--- src/rtl/aes_cbc_sequencer.sv ---
// CBC-mode sequencer for a single-block AES-128 encrypt core.
// Holds key/IV/skip config, chains plaintext blocks through the core and watches for core hangs.
module aes_cbc_sequencer #(
    parameter int unsigned SKIP_W  = 8,
    parameter int unsigned TIMEOUT = 64
) (
    input  logic         clk,
    input  logic         rst_n,
    input  logic         cfg_we,
    input  logic [3:0]   cfg_addr,
    input  logic [31:0]  cfg_wdata,
    output logic         cfg_err,
    input  logic         in_valid,
    input  logic [127:0] in_data,
    output logic         in_ready,
    output logic         out_valid,
    output logic [127:0] out_data,
    input  logic         out_ready,
    output logic [127:0] core_key,
    output logic [127:0] core_din,
    output logic         core_start,
    input  logic [127:0] core_dout,
    input  logic         core_done,
    output logic         busy,
    output logic         timeout_err
);

    localparam int unsigned TMR_W = $clog2(TIMEOUT + 1);
    localparam logic [TMR_W-1:0] TMR_LAST = TMR_W'(TIMEOUT - 1);
    localparam logic [3:0] A_SKIP = 4'd8;
    localparam logic [3:0] A_CTRL = 4'd9;

    typedef enum logic [1:0] {IDLE, START, WAIT, OUT} state_t;

    state_t            state;
    logic [3:0][31:0]  key_r;
    logic [3:0][31:0]  iv_r;
    logic [SKIP_W-1:0] skip_r;
    logic [127:0]      chain;
    logic [SKIP_W-1:0] skip_cnt;
    logic [TMR_W-1:0]  timer;
    logic              cfg_ok;
    logic              ctrl_go;

    // Writes are accepted only while idle and only for the ten mapped words.
    assign cfg_ok   = cfg_we && (state == IDLE) && (cfg_addr <= A_CTRL);
    assign ctrl_go  = cfg_ok && (cfg_addr == A_CTRL) && cfg_wdata[0];
    assign core_key = key_r;

    // Config registers; word 0 of each group is the most significant.
    always_ff @(posedge clk or negedge rst_n) begin
        if (!rst_n) begin
            key_r   <= '0;
            iv_r    <= '0;
            skip_r  <= '0;
            cfg_err <= 1'b0;
        end else begin
            cfg_err <= cfg_we && !cfg_ok;
            if (cfg_ok) begin
                case (cfg_addr[3:2])
                    2'd0:    key_r[~cfg_addr[1:0]] <= cfg_wdata;
                    2'd1:    iv_r[~cfg_addr[1:0]]  <= cfg_wdata;
                    default: if (cfg_addr == A_SKIP) skip_r <= SKIP_W'(cfg_wdata);
                endcase
            end
        end
    end

    // Block sequencing FSM with registered handshake and core controls.
    always_ff @(posedge clk or negedge rst_n) begin
        if (!rst_n) begin
            state       <= IDLE;
            chain       <= '0;
            skip_cnt    <= '0;
            timer       <= '0;
            timeout_err <= 1'b0;
            in_ready    <= 1'b0;
            out_valid   <= 1'b0;
            out_data    <= '0;
            core_din    <= '0;
            core_start  <= 1'b0;
            busy        <= 1'b0;
        end else begin
            core_start <= 1'b0;
            case (state)
                IDLE: begin
                    if (in_valid && in_ready) begin
                        in_ready <= 1'b0;
                        busy     <= 1'b1;
                        if (skip_cnt != '0) begin
                            out_data  <= in_data;
                            skip_cnt  <= skip_cnt - SKIP_W'(1);
                            out_valid <= 1'b1;
                            state     <= OUT;
                        end else begin
                            core_din   <= in_data ^ chain;
                            core_start <= 1'b1;
                            timer      <= '0;
                            state      <= START;
                        end
                    end else begin
                        in_ready <= 1'b1;
                    end
                end
                START: begin
                    timer <= timer + TMR_W'(1);
                    state <= WAIT;
                end
                WAIT: begin
                    // Timer counts cycles since the start pulse; done wins over expiry.
                    if (core_done) begin
                        out_data  <= core_dout;
                        chain     <= core_dout;
                        out_valid <= 1'b1;
                        state     <= OUT;
                    end else if (timer == TMR_LAST) begin
                        timeout_err <= 1'b1;
                        in_ready    <= 1'b1;
                        busy        <= 1'b0;
                        state       <= IDLE;
                    end else begin
                        timer <= timer + TMR_W'(1);
                    end
                end
                OUT: begin
                    if (out_ready) begin
                        out_valid <= 1'b0;
                        in_ready  <= 1'b1;
                        busy      <= 1'b0;
                        state     <= IDLE;
                    end
                end
                default: state <= IDLE;
            endcase
            // Restart happens only in IDLE; it takes precedence over a same-cycle skip decrement.
            if (ctrl_go) begin
                chain       <= iv_r;
                skip_cnt    <= skip_r;
                timeout_err <= 1'b0;
            end
        end
    end

endmodule

--- config.mk ---
export PLATFORM = sky130hd
export DESIGN_NAME = aes_cbc_sequencer
export DESIGN_NICKNAME = d
export VERILOG_FILES = /design/src/rtl/aes_cbc_sequencer.sv
export SDC_FILE = /design/constraint.sdc
export NUM_CORES = 1
export LEC_CHECK = 0
export ABC_AREA = 0
export BUFFER_PORTS_ARGS = -buffer_cell sky130_fd_sc_hd__buf_4
export CAP_MARGIN = 20
export CELL_PAD_IN_SITES_DETAIL_PLACEMENT = 1
export CELL_PAD_IN_SITES_GLOBAL_PLACEMENT = 2
export CORE_AREA = 4 4 376 230
export DETAILED_ROUTE_END_ITERATION = 7
export DIE_AREA = 0 0 380 234
export GPL_TIMING_DRIVEN = 0
export PLACE_DENSITY_LB_ADDON = 0.1
export SLEW_MARGIN = 0
export SYNTH_ARGS = -nofsm -noshare
export SYNTH_HDL_FRONTEND = slang
export SYNTH_SLANG_ARGS = --single-unit
--- constraint.sdc ---
create_clock -name clk -period 2.55 [get_ports clk]
set_input_delay 0.51 -clock clk [delete_from_list [all_inputs] [get_ports clk]]
set_output_delay 0.51 -clock clk [all_outputs]
set_load 0.02 [all_outputs]
==> impl_metrics.sql <==
INSERT INTO impl_metrics (metric_group, metric, value, unit) VALUES
('clocking', 'tritoncts', 'yes', ''),
('place', 'post_place_cell_area', '35500', 'um2'),
('pwr', 'seq_power_share', '37.1', '%'),
('timing', 'final-max-slew-violation-count', '0', ''),
('yosys', 'yosys.cell_count.top_type', 'sky130_fd_sc_hd__dfrtp_1', ''),
('grt', 'use_met1', '34.5', '%'),
('grt', 'grt_use_total', '26.5', '%'),
('grt', 'grt.overflow.total', '0', ''),
('pwr', 'ir_drop', '0.616', 'mV'),
('timing', 'setup_viol_count_final', '0', ''),
('setup_path', 'worst_r2r_endpoint', 'iv_r[83]$_DFFE_PN0P_', ''),
('pwr', 'static-leakage-power', '17.8', 'nW'),
('yosys', 'synth_warnings', '0', ''),
('grt', 'antenna_found_initial', '33', ''),
('floorplan', 'die-width', '380', 'um'),
('clocking', 'tritoncts.num_buffers', '71', ''),
('yosys', 'synthArstFlopShare', '100', '%'),
('floorplan', 'i_o_pin_total', '688', ''),
('routing', 'drt_drc_violations_left', '0', ''),
('floorplan', 'design.core.area', '82900', 'um2'),
('setup_path', 'worstPathBufferInverterCount', '5', ''),
('routing', 'first_pass_iters', '5', ''),
('place', 'dpl.hpwl', '90.0', 'mm'),
('setup_path', 'critical_path_start_end_classification', 'register to register', ''),
('grt', 'number_of_global_route_vias_before_repair', '24800', ''),
('clocking', 'ctsLongestPathBuffers', '3', ''),
('timing', 'hold_viol_final', '0', ''),
('layout', 'finalInstanceArea', '38300', 'um2'),
('yosys', 'synth-seq-cells', '671', ''),
('setup_path', 'worst-endpoint-required', '3.06', 'ns'),
('yosys', 'synth_cell_type_count', '50', ''),
('setup_path', 'rr_startpoint', 'state[1]$_DFFE_PN0P_', ''),
('pwr', 'pwr-share-comb', '41.6', '%'),
('routing', 'wl_per_cell', '27.8', 'um'),
('min_path', 'hold_path_end', 'cfg_err$_DFF_PN0_', ''),
('floorplan', 'floorplan.initialDensity', '34.7', '%'),
('setup_path', 'critical_path.endpoint_type', 'register', ''),
('yosys', 'yosys_most_used_dff', 'sky130_fd_sc_hd__dfrtp_1', ''),
('grt', 'globalRoute.busiestLayer', 'met2', ''),
('place', 'port_buffers', '686', ''),
('pwr', 'power.share.switching', '38.5', '%'),
('setup_path', 'worst_path_max_delay_cell', 'sky130_fd_sc_hd__dfrtp_1', ''),
('clocking', 'clkSlewWorstSetupHoldPaths', '0.06', 'ns'),
('setup_path', 'reg2reg_setup_slack', '0.09', 'ns'),
('pwr', 'report.power.total', '49.2', 'mW'),
('setup_path', 'maximum_single_stage_delay_on_the_critical_path', '0.43', 'ns'),
('timing', 'timing.clock.skew', '0.0335', 'ns'),
('grt', 'grt_start_max_net_pins', '122', ''),
('layout', 'drive_above_1_share', '37.4', '%'),
('setup_path', 'most_common_cell_type_on_the_critical_path', 'sky130_fd_sc_hd__buf_4', ''),
('pwr', 'clockPowerShare', '21.4', '%'),
('pwr', 'power_per_cell_area', '1280', 'nW/um2'),
('min_path', 'worst_hold_startpoint', 'cfg_we', ''),
('run_status', 'outcome', 'finished clean', ''),
('floorplan', 'floorplan.die.height', '234', 'um'),
('yosys', 'ys_top_cells_by_count', 'sky130_fd_sc_hd__dfrtp_1, sky130_fd_sc_hd__nand2_1, sky130_fd_sc_hd__mux2_2', ''),
('pwr', 'net-switching-power', '18.9', 'mW'),
('timing', 'timing.hold.ws', '0.158', 'ns'),
('timing', 'worst_pin_slew', '1.02', 'ns'),
('grt', 'met2_capacity_usage_during_global_routing', '42.1', '%'),
('routing', 'drt-initial-drc-count', '1194', ''),
('timing', 'max_slew_margin', '31.8', '%'),
('routing', 'wirelength', '121', 'mm'),
('job', 'cap_viol_max_count', '0', ''),
('yosys', 'synth_seq_area_share', '58.3', '%'),
('yosys', 'syn_inst', '2403', ''),
('setup_path', 'cp.arrival', '2.97', 'ns'),
('grt', 'met3_usage', '8.42', '%'),
('timing', 'final.min_clock_period', '2.46', 'ns'),
('timing', 'finalSetupTns', '0', 'ns'),
('pwr', 'internal_power', '30.3', 'mW');
[cells by family (layout without fill, tap and decap cells)]
kind of cell	Yosys count	count (layout)	share of synthesized area, %
AO/OA/AOI/OAI	548	548	10.4
flip-flops	671	671	58.3
XOR/XNOR	132	132	4.02
adder cells (fa/ha/maj)	8	8	0.348
buffers and inverters	181	1012	2.56
AND/OR/NAND/NOR	338	338	4.95
other	0	16	0
multiplexers	525	525	19.4
[power by group through the flow]
stage          combinational (mW)  clock [mW]  sequential (mW)
2_1_floorplan                8.80           0             20.6
3_3_place_gp                 19.6           0             18.2
3_5_place_dp                 20.2           0             18.3
4_1_cts                      20.4        10.8             18.2
5_1_grt                      22.0        11.2             18.8
6_report                     20.5        10.5             18.2
[sequential cells by signal, summed over array words and instances, names as in the netlist, 2 cells and up]
register	cells
chain	128
timer	7
state	2
skip_r	8
core_key	128
iv_r	128
skip_cnt	8
out_data	128
core_din	128
[stage by stage]
step           cells  utilization, %  setup WS (ns)
2_1_floorplan   2403               -          0.370
3_3_place_gp    4181            42.6          -6.66
3_5_place_dp    4190            42.9          -1.22
4_1_cts         4318            46.0         -0.122
5_1_grt         4335            46.2       -0.00673
6_report        4342            46.3         0.0907
[cell type report]
| class | instances | area (um2) | share of cell area (%) |
|---|---|---|---|
| antenna | 16 | 40.0 | 0.104 |
| buffer | 170 | 971 | 2.53 |
| clock buffer | 114 | 2200 | 5.74 |
| clock inverter | 13 | 111 | 0.290 |
| inverter | 8 | 30.0 | 0.0783 |
| multi-input combinational | 1551 | 11400 | 29.6 |
| sequential | 671 | 16800 | 43.8 |
| tap | 1092 | 1370 | 3.56 |
| timing repair buffer | 707 | 5480 | 14.3 |
[cell usage in the layout (no fill, tap or decap), drive strengths merged, types with 7 or more instances in the layout]
cell type,n
o21ai,266
nor2,15
dfrtp,671
nor3,8
nand3,7
xnor2,129
buf,758
clkbuf,232
diode,16
ha,8
nand2,273
a31oi,130
inv,10
a21oi,130
mux2,266
clkinv,9
mux2i,259
[layer usage]
metal  vias up  routed length, um
li1      10100                  -
met1     11700              51900
met2       695              55200
met3       183               9460
met4         0               4030
met5         -                  0
[worst max path at each step]
| stage | from | end | cells after the start |
|---|---|---|---|
| 2_1_floorplan | state[1]$_DFFE_PN0P_ | core_din[105]$_DFFE_PN0P_ | 12 |
| 3_3_place_gp | rst_n | out_data[72]$_DFFE_PN0P_ | 1 |
| 3_5_place_dp | state[0]$_DFFE_PN0P_ | core_din[117]$_DFFE_PN0P_ | 12 |
| 4_1_cts | state[1]$_DFFE_PN0P_ | core_din[116]$_DFFE_PN0P_ | 11 |
| 5_1_grt | state[0]$_DFFE_PN0P_ | out_data[72]$_DFFE_PN0P_ | 10 |
| 6_report | state[1]$_DFFE_PN0P_ | iv_r[83]$_DFFE_PN0P_ | 9 |
[what timing repair did]
item                                   4_1_cts  5_1_grt
cloned                                       0        1
gates resized for setup                     99       74
setup buffers                                3        7
endpoints found under the hold margin       72        0
hold buffers                                 1        0
setup endpoints to repair                  544      828
pin swaps                                    0        3
Power figures use the tool's default switching activity.
